$ cat src/rtl/pipe_hazard_ctrl.sv
// Hazard/sequencing controller for the 5-stage RV32 pipeline: forwarding selects, load-use stalls,
// redirect flushes and a multi-cycle MUL hold. Optional perf counters via HAZ_PERF_CNT_EN.
module pipe_hazard_ctrl #(
    parameter int MUL_CYCLES = 4,
    parameter int REG_AW     = 5
) (
    input  logic              clk,
    input  logic              rst,
    input  logic              id_valid,
    input  logic [REG_AW-1:0] id_rs1,
    input  logic [REG_AW-1:0] id_rs2,
    input  logic [REG_AW-1:0] ex_rs1,
    input  logic [REG_AW-1:0] ex_rs2,
    input  logic [REG_AW-1:0] ex_rd,
    input  logic              ex_is_load,
    input  logic              ex_mul_start,
    input  logic              ex_redirect,
    input  logic [REG_AW-1:0] mem_rd,
    input  logic              mem_regwrite,
    input  logic [REG_AW-1:0] wb_rd,
    input  logic              wb_regwrite,
    output logic [1:0]        fwd_a,
    output logic [1:0]        fwd_b,
    output logic              stall_f,
    output logic              stall_d,
    output logic              stall_e,
    output logic              flush_d,
    output logic              flush_e,
    output logic              mul_busy,
    output logic              mul_done
`ifdef HAZ_PERF_CNT_EN
    ,
    output logic [31:0]       perf_stall_cyc,
    output logic [31:0]       perf_flush_cnt
`endif
);

    localparam int CNT_W = (MUL_CYCLES > 2) ? $clog2(MUL_CYCLES) : 1;
    localparam logic [CNT_W-1:0] CNT_LOAD = CNT_W'((MUL_CYCLES > 1) ? MUL_CYCLES - 2 : 0);

    typedef enum logic {
        RUN,
        MUL_WAIT
    } state_t;

    state_t           state, state_n;
    logic [CNT_W-1:0] mul_cnt, mul_cnt_n;
    logic             load_use;

    // MEM result is younger than WB, so it wins; x0 is hardwired zero and never forwarded.
    function automatic logic [1:0] fwd_sel(
        input logic [REG_AW-1:0] rs,
        input logic [REG_AW-1:0] m_rd,
        input logic              m_we,
        input logic [REG_AW-1:0] w_rd,
        input logic              w_we
    );
        if (m_we && (m_rd != '0) && (m_rd == rs))
            return 2'b10;
        else if (w_we && (w_rd != '0) && (w_rd == rs))
            return 2'b01;
        else
            return 2'b00;
    endfunction

    assign load_use = id_valid && ex_is_load && (ex_rd != '0) &&
                      ((ex_rd == id_rs1) || (ex_rd == id_rs2));

    always_ff @(posedge clk or posedge rst) begin
        if (rst) begin
            state   <= RUN;
            mul_cnt <= '0;
        end else begin
            state   <= state_n;
            mul_cnt <= mul_cnt_n;
        end
    end

    always_comb begin
        state_n   = state;
        mul_cnt_n = mul_cnt;
        fwd_a     = 2'b00;
        fwd_b     = 2'b00;
        stall_f   = 1'b0;
        stall_d   = 1'b0;
        stall_e   = 1'b0;
        flush_d   = 1'b0;
        flush_e   = 1'b0;
        mul_busy  = 1'b0;
        mul_done  = 1'b0;
        if (!rst) begin
            fwd_a = fwd_sel(ex_rs1, mem_rd, mem_regwrite, wb_rd, wb_regwrite);
            fwd_b = fwd_sel(ex_rs2, mem_rd, mem_regwrite, wb_rd, wb_regwrite);
            case (state)
                RUN: begin
                    if (ex_mul_start) begin
                        if (MUL_CYCLES > 1) begin
                            state_n   = MUL_WAIT;
                            mul_cnt_n = CNT_LOAD;
                            stall_f   = 1'b1;
                            stall_d   = 1'b1;
                            stall_e   = 1'b1;
                            mul_busy  = 1'b1;
                        end else begin
                            mul_done  = 1'b1;
                        end
                    end else if (ex_redirect) begin
                        // The instruction behind the redirect is squashed, so it never needs a stall.
                        flush_d = 1'b1;
                        flush_e = 1'b1;
                    end else if (load_use) begin
                        stall_f = 1'b1;
                        stall_d = 1'b1;
                        flush_e = 1'b1;
                    end
                end
                MUL_WAIT: begin
                    if (mul_cnt == '0) begin
                        state_n  = RUN;
                        mul_done = 1'b1;
                    end else begin
                        mul_cnt_n = mul_cnt - 1'b1;
                        stall_f   = 1'b1;
                        stall_d   = 1'b1;
                        stall_e   = 1'b1;
                        mul_busy  = 1'b1;
                    end
                end
                default: state_n = RUN;
            endcase
        end
    end

`ifdef HAZ_PERF_CNT_EN
    always_ff @(posedge clk or posedge rst) begin
        if (rst) begin
            perf_stall_cyc <= '0;
            perf_flush_cnt <= '0;
        end else begin
            if (stall_f)
                perf_stall_cyc <= perf_stall_cyc + 32'd1;
            if (flush_d || flush_e)
                perf_flush_cnt <= perf_flush_cnt + 32'd1;
        end
    end
`endif

endmodule

$ cat config.mk
export PLATFORM = sky130hd
export DESIGN_NAME = pipe_hazard_ctrl
export DESIGN_NICKNAME = d
export VERILOG_FILES = /design/src/rtl/pipe_hazard_ctrl.sv
export SDC_FILE = /design/constraint.sdc
export NUM_CORES = 1
export LEC_CHECK = 0
export BUFFER_PORTS_ARGS = -buffer_cell sky130_fd_sc_hd__buf_2
export CAP_MARGIN = 30
export CORE_MARGIN = 5
export CORE_UTILIZATION = 41
export CTS_CLUSTER_SIZE = 40
export DETAILED_ROUTE_END_ITERATION = 8
export PLACE_DENSITY = 0.85
export SETUP_SLACK_MARGIN = 0.15
export SYNTH_ARGS = -nofsm -noshare
export SYNTH_HDL_FRONTEND = slang
export SYNTH_SLANG_ARGS = --single-unit
$ cat constraint.sdc
create_clock -name clk -period 3.58 [get_ports clk]
set_clock_uncertainty 0.15 [all_clocks]
set_input_delay 0.179 -clock clk [delete_from_list [all_inputs] [get_ports clk]]
set_output_delay 0.179 -clock clk [all_outputs]
set_load 0.05 [all_outputs]
==> PnR_summary.wiki, run 1 <==
{| class="wikitable"
! Metric !! Value
|-
| Effective utilization at floorplan || 0.429
|-
| Routed via count divided by cell count || 5.13
|-
| Slew HR || 0.802
|-
| Std-Cell Core Area || 1510 um2
|-
| Cts repair resizes || 0
|-
| Setup TNS after final layout || 0 ns
|-
| Number of violations of the max-capacitance limit || 0
|-
| Tmin final || 2.47 ns
|-
| Number of enable flip-flop cells after synthesis || 0
|-
| Vias in the first global route || 809
|-
| Post-route fraction of the period consumed by the critical path || 0.690
|-
| Count of synthesis-stage warnings from yosys || 0
|-
| Library cell contributing the largest single delay on the critical path || or4_1
|-
| I/O pin total || 54
|-
| Cell types with the largest area share after synthesis || xor2_1 27%, xnor2_1 14%, dfrtp_1 12%
|-
| Synth cell types || 27
|-
| Total DRC errors in the routed layout || 0
|-
| Wire length of the first global-routing pass || 3230 um
|-
| Routability-driven placement congestion ratio || 0.784
|-
| VDD IR-drop max || 225 uV
|-
| Top cells by count, synth || 20 x xor2_1, 10 x xnor2_1, 7 x nor2_1
|-
| TritonCTS clock tree || yes
|-
| Register clock-pin slew on the reported worst setup and hold paths || 0.04 ns
|-
| Worst path required time || 3.25 ns
|-
| Avg Cell Area, Syn || 7.70 um2
|-
| Final setup violation count || 0
|-
| Clock buffers created by TritonCTS || 3
|-
| Final Util || 0.630
|-
| Prevailing post-synth register cell || dfrtp_1
|-
| Top Family by Delay on Critical Path || buffers and inverters
|-
| Total power divided by cell area || 334 nW/um2
|-
| Post-Synthesis Cells || 84
|-
| Register bit count reported by yosys || 3
|-
| Number of design-rule violations left by the first detailed-router iteration || 7
|-
| Post-Layout Cell Count || 155
|-
| Pin count of the biggest net entering global routing || 10
|-
| Peak clock frequency supported by timing || 405 MHz
|-
| Status || completed
|-
| Type of element launching the critical path || input port
|-
| Number of buffers between clock root and the deepest sink || 2
|-
| CTS sink count || 3
|-
| Number of rows created at floorplan || 14
|-
| Die outline height || 49.7 um
|-
| Total Power || 0.317 mW
|-
| Number of port buffers || 53
|-
| Sequential element share of the synthesized area || 0.116
|-
| Fraction of final layout cells sized beyond drive strength 1 || 0.432
|-
| Cell taking the most area after synthesis || xor2_1
|-
| Level count of the clock H-tree || 1
|-
| Number of antenna violations at the first check in global routing || 0
|-
| Final hold viol count || 0
|-
| Classification of the worst setup path || input port to primary output
|-
| Total of fill cells in the finished design || 139
|-
| Largest fanout on the critical path || 9
|-
| Leakage power figure || 0.480 nW
|-
| Share of synthesized flip-flops with an asynchronous set or reset || 1.00
|-
| Area growth from synthesis to layout || 46.6%
|-
| Antenna diode instance count || 0
|-
| Cell at the root of the clock tree || clkbuf_4
|-
| Critical Path Max Stage Delay || 0.57 ns
|-
| Area of the mapped netlist || 647 um2
|-
| Horizontal die dimension || 49.7 um
|-
| Worst min-delay path category || input port to register
|-
| Worst path buffer plus inverter count || 4
|-
| Transition time at the pin with the least slew margin || 0.295 ns
|-
| Total count of max-transition violations in the final report || 0
|-
| Worst setup slack for register-to-register paths || 2.09 ns
|-
| Die footprint || 2470 um2
|-
| Endpoint type of the worst setup path || primary output
|-
| DR vias || 795
|-
| Tot GR Track Use || 0.161
|-
| Worst-path cell chain || dlygate4sd3_1 > buf_2 > inv_2 > o211ai_1 > or4_1 > nor4_2 > buf_2
|-
| Net total in the final layout || 184
|-
| Portion of synthesized cell area occupied by the leading cell type || 0.271
|-
| Arrival time at the worst endpoint || 2.14 ns
|-
| Unrepaired setup endpoints after global routing || false
|-
| Congestion Overflow GR || 0
|-
| Number of routed nets with antenna violations || 0
|-
| Net count after synthesis || 128
|-
| Cell count after placement || 150
|-
| Sum of routed wire length over all layers || 1960 um
|-
| Routed wirelength normalized by instance count || 12.6 um
|-
| Clock Latency Late Sink || 0.23 ns
|-
| Top-count cell post-synth || xor2_1
|-
| First-pass detailed-route iteration total || 4
|-
| Most used cell, CP || buf_2
|-
| HPWL after detailed placement || 1770 um
|-
| Setup repair bufs after CTS || 0
|}
per-stage QoR:
stage               setup WS, ns  instance area, um2  hold slack [ns]
floorplan                   1.30                 647          -0.0510
global placement            1.56                 912         -0.00390
detailed placement          1.56                 912         0.000135
CTS                         1.09                 948            0.217
global route                1.01                 948            0.269
finish                      1.11                 948            0.218
kinds of logic (layout without fill, tap and decap cells):
| logic type | count (synthesis) | after routing | share of synthesized area |
|---|---|---|---|
| xor+xnor | 30 | 30 | 0.406 |
| simple gates | 30 | 30 | 0.263 |
| compound gates | 11 | 11 | 0.120 |
| buf+inv | 8 | 63 | 0.0599 |
| flops | 3 | 3 | 0.116 |
| fa+ha+maj | 1 | 1 | 0.0193 |
| mux | 1 | 1 | 0.0155 |
area by class of cell:
class | count | area, um2 | share of cell area
multi-input cells | 73 | 533 | 0.562
clock buffers | 4 | 26.3 | 0.0277
inverters | 5 | 18.8 | 0.0198
flip-flops and latches | 3 | 75.1 | 0.0792
repair buffers | 54 | 275 | 0.290
well taps | 16 | 20.0 | 0.0211
state kept, by name (all words and copies together) (netlist names):
signal   count
mul_cnt      2
state        1
worst paths after layout:
path / from / endpoint / depth (start not counted)
min in group asynchronous: rst / mul_cnt[1]$_DFFE_PP0P_ / 3
max reg2reg: mul_cnt[0]$_DFFE_PP0P_ / state$_DFFE_PP0N_ / 6
min: ex_mul_start / mul_cnt[0]$_DFFE_PP0P_ / 4
max: rst / fwd_a[0] / 7
min reg2reg: state$_DFFE_PP0N_ / mul_cnt[1]$_DFFE_PP0P_ / 1
max in group asynchronous: rst / state$_DFFE_PP0N_ / 3
placed cells by master (no fill, tap or decap), drive strengths merged:
cell,synthesis,layout
a21o,1,1
a21oi,2,2
a22oi,1,1
and3,1,1
buf,3,53
clkbuf,0,4
dfrtp,3,3
dlygate4sd3,0,1
ha,1,1
inv,5,5
mux2i,1,1
nand2,4,4
nand3,3,3
nand3b,1,1
nor2,7,7
nor3,5,5
nor4,4,4
o2111a,1,1
o211ai,1,1
o21ai,2,2
o21bai,1,1
o22ai,2,2
or4,5,5
xnor2,10,10
xor2,20,20
layer usage:
metal | wire length (um) | track usage | up-vias | share of wire
li1 | - | - | 403 | -
met1 | 672 | 0.158 | 339 | 0.34
met2 | 981 | 0.299 | 49 | 0.50
met3 | 273 | 0.0512 | 4 | 0.14
met4 | 27 | 0.0699 | 0 | 0.014
met5 | 0 | 0 | - | 0
report_power, final:
group | switching, mW | internal, mW
Combinational | 0.124 | 0.0740
Sequential | 0.0110 | 0.0474
Clock | 0.0182 | 0.0418
what timing repair did:
item | CTS | global route
endpoints found under the setup margin | 0 | 0
hold buffers | 1 | 0
hold endpoints to repair | 3 | 0
worst register-to-register path, cell delays in order, from the launching register on:
cell and delay (ns):
dfrtp_1 0.38, inv_1 0.09, ha_1 0.21, inv_1 0.08
mux2i_1 0.21, nor2_1 0.09, a21o_1 0.16
Note: power is estimated with default switching activity, not from simulation.
==> run 2: changes to the inputs <==
--- a/config.mk
+++ b/config.mk
@@ -8,10 +8,10 @@
 export BUFFER_PORTS_ARGS = -buffer_cell sky130_fd_sc_hd__buf_2
 export CAP_MARGIN = 30
 export CORE_MARGIN = 5
-export CORE_UTILIZATION = 41
+export CORE_UTILIZATION = 38
 export CTS_CLUSTER_SIZE = 40
 export DETAILED_ROUTE_END_ITERATION = 8
-export PLACE_DENSITY = 0.85
+export PLACE_DENSITY = 0.79
 export SETUP_SLACK_MARGIN = 0.15
 export SYNTH_ARGS = -nofsm -noshare
 export SYNTH_HDL_FRONTEND = slang
==> constraint.sdc (replaced) <==
create_clock -name clk -period 2.41 [get_ports clk]
set_clock_uncertainty 0.15 [all_clocks]
set_input_delay 0.1205 -clock clk [delete_from_list [all_inputs] [get_ports clk]]
set_output_delay 0.1205 -clock clk [all_outputs]
set_load 0.05 [all_outputs]
==> run 2 against run 1 <==
  * Core utilization fell by 6.1 points
  * Clock power increased by 48%
  * Cell count grew 0.65%
  * Register-to-register slack worse by 1.1 ns
  * Routed wire length grew 0.46%
  * Clock-buffer cell count is the same
  * Sequential power increased by 48%
  * Sequential share of layout area about the same
  * Die area is 6.3% higher
  * Design area grew 0.13%
  * Worst setup slack worse by 0.62 ns
  * Highest routed layer unchanged
==> PnR_summary.wiki, run 2 (synthesis results as in run 1) <==
{| class="wikitable"
! Metric !! Value
|-
| Hold depth || 2
|-
| Area growth from synthesis to layout || 46.8%
|-
| Reg with most FFs || mul_cnt
|-
| Final Util || 0.569
|-
| Level count of the clock H-tree || 1
|-
| Total power divided by cell area || 496 nW/um2
|-
| Transition time at the pin with the least slew margin || 0.278 ns
|-
| Number of port buffers || 53
|-
| Total DRC errors in the routed layout || 0
|-
| Std-Cell Core Area || 1670 um2
|-
| Commonest cells after routing, fill and taps aside || 53 x buf_2, 20 x xor2_1, 10 x xnor2_1
|-
| Largest registers in the final layout || mul_cnt x2, state x1
|-
| Effective utilization at floorplan || 0.387
|-
| Pin count of the biggest net entering global routing || 10
|-
| Total count of max-transition violations in the final report || 0
|-
| Type of element launching the critical path || input port
|-
| Number of rows created at floorplan || 15
|-
| I/O pin total || 54
|-
| Register clock-pin slew on the reported worst setup and hold paths || 0.04 ns
|-
| Total Power || 0.471 mW
|-
| VDD IR-drop max || 375 uV
|-
| Placed Instance Area || 913 um2
|-
| Arrival time at the worst endpoint || 1.65 ns
|-
| Tmin final || 1.92 ns
|-
| Count of cell instances traversed by the critical path || 6
|-
| Largest fanout on the critical path || 4
|-
| Most used cell, CP || buf_2
|-
| Post-route cell area || 950 um2
|-
| Classification of the worst setup path || input port to primary output
|-
| Routed via count divided by cell count || 5.13
|-
| Placement-stage worst setup slack || 0.494 ns
|-
| Post-Layout Cell Count || 156
|-
| Antenna diode instance count || 0
|-
| Die outline height || 51.3 um
|-
| Number of design-rule violations left by the first detailed-router iteration || 13
|-
| Setup TNS after final layout || 0 ns
|-
| Number of violations of the max-capacitance limit || 0
|-
| Vias in the first global route || 785
|-
| Number of routed nets with antenna violations || 0
|-
| Tot GR Track Use || 0.156
|-
| Worst-path cell chain || buf_2 > or4_1 > o21ai_2 > nor3_1 > nor4_2 > buf_2
|-
| Number of antenna violations at the first check in global routing || 0
|-
| Routed wirelength normalized by instance count || 12.6 um
|-
| Peak clock frequency supported by timing || 522 MHz
|-
| Clock Latency Late Sink || 0.23 ns
|-
| TritonCTS clock tree || yes
|-
| Commonest non-fill, non-tap cell in the layout || buf_2
|-
| Final hold viol count || 0
|-
| Die footprint || 2630 um2
|-
| Cell count after placement || 151
|-
| R2R cell count || 6
|-
| Sum of routed wire length over all layers || 1960 um
|-
| Horizontal die dimension || 51.3 um
|-
| Fraction of final layout cells sized beyond drive strength 1 || 0.432
|-
| Post-route fraction of the period consumed by the critical path || 0.795
|-
| Status || completed
|-
| Endpoint type of the worst setup path || primary output
|-
| Leakage power figure || 0.480 nW
|-
| Worst path setup slack after routing || 0.493 ns
|-
| Congestion Overflow GR || 0
|-
| Setup repair bufs after CTS || 0
|-
| Library cell contributing the largest single delay on the critical path || or4_1
|-
| Largest register FFs || 2
|-
| Routability-driven placement congestion ratio || 0.819
|-
| Worst path required time || 2.14 ns
|-
| HPWL after detailed placement || 1750 um
|-
| Net total in the final layout || 184
|-
| CTS sink count || 3
|-
| Top Family by Delay on Critical Path || simple AND/OR/NAND/NOR gates
|-
| Worst path buffer plus inverter count || 2
|-
| Clock buffers created by TritonCTS || 3
|-
| Minimum hold slack || 0.0970 ns
|-
| Wire length of the first global-routing pass || 3110 um
|-
| Worst min-delay path category || input port to register
|-
| Total of fill cells in the finished design || 162
|-
| DR vias || 801
|-
| Slew HR || 0.813
|-
| First-pass detailed-route iteration total || 4
|-
| Number of buffers between clock root and the deepest sink || 2
|-
| Unrepaired setup endpoints after global routing || false
|-
| Critical Path Max Stage Delay || 0.53 ns
|-
| Cell at the root of the clock tree || clkbuf_4
|-
| Final setup violation count || 0
|}
==> run 2: cell counts in the layout (fill, tap and decap cells not counted) <==
No cell type changed its count.
==> run 2: final timing paths <==
check                      slack (ns)              startpoint                endpoint
max                              0.49               mem_rd[1]                fwd_b[0]
min                               0.1                     rst       state$_DFFE_PP0N_
max reg2reg                      0.96  mul_cnt[0]$_DFFE_PP0P_       state$_DFFE_PP0N_
min reg2reg                      0.38       state$_DFFE_PP0N_  mul_cnt[1]$_DFFE_PP0P_
max in group asynchronous        1.69                     rst  mul_cnt[1]$_DFFE_PP0P_
min in group asynchronous        0.27                     rst  mul_cnt[0]$_DFFE_PP0P_
==> run 2: power by group <==
part           internal (mW)  leakage (nW)  switching (mW)
logic                  0.111         0.431           0.185
clock network         0.0621        0.0150          0.0269
registers             0.0704        0.0347          0.0159
total                  0.244         0.480           0.227
==> run 2: repair_timing <==
action / CTS / global route
hold endpoints to repair: 3 / 0
hold buffers: 1 / 0
resized for setup: 0 / 0
==> run 2: layout make-up <==
| cell class | instances | area (um2) | area share |
|---|---|---|---|
| sequential | 3 | 75.1 | 0.0791 |
| timing repair buffer | 54 | 275 | 0.290 |
| inverter | 5 | 18.8 | 0.0198 |
| multi-input combinational | 73 | 533 | 0.561 |
| tap | 17 | 21.3 | 0.0224 |
| clock buffer | 4 | 26.3 | 0.0277 |
==> run 2: per-layer routing <==
| metal | GRT usage | wire (um) | up-vias |
|---|---|---|---|
| li1 | - | - | 402 |
| met1 | 0.167 | 717 | 345 |
| met2 | 0.268 | 926 | 50 |
| met3 | 0.0554 | 279 | 4 |
| met4 | 0.0830 | 40 | 0 |
| met5 | 0 | 0 | - |
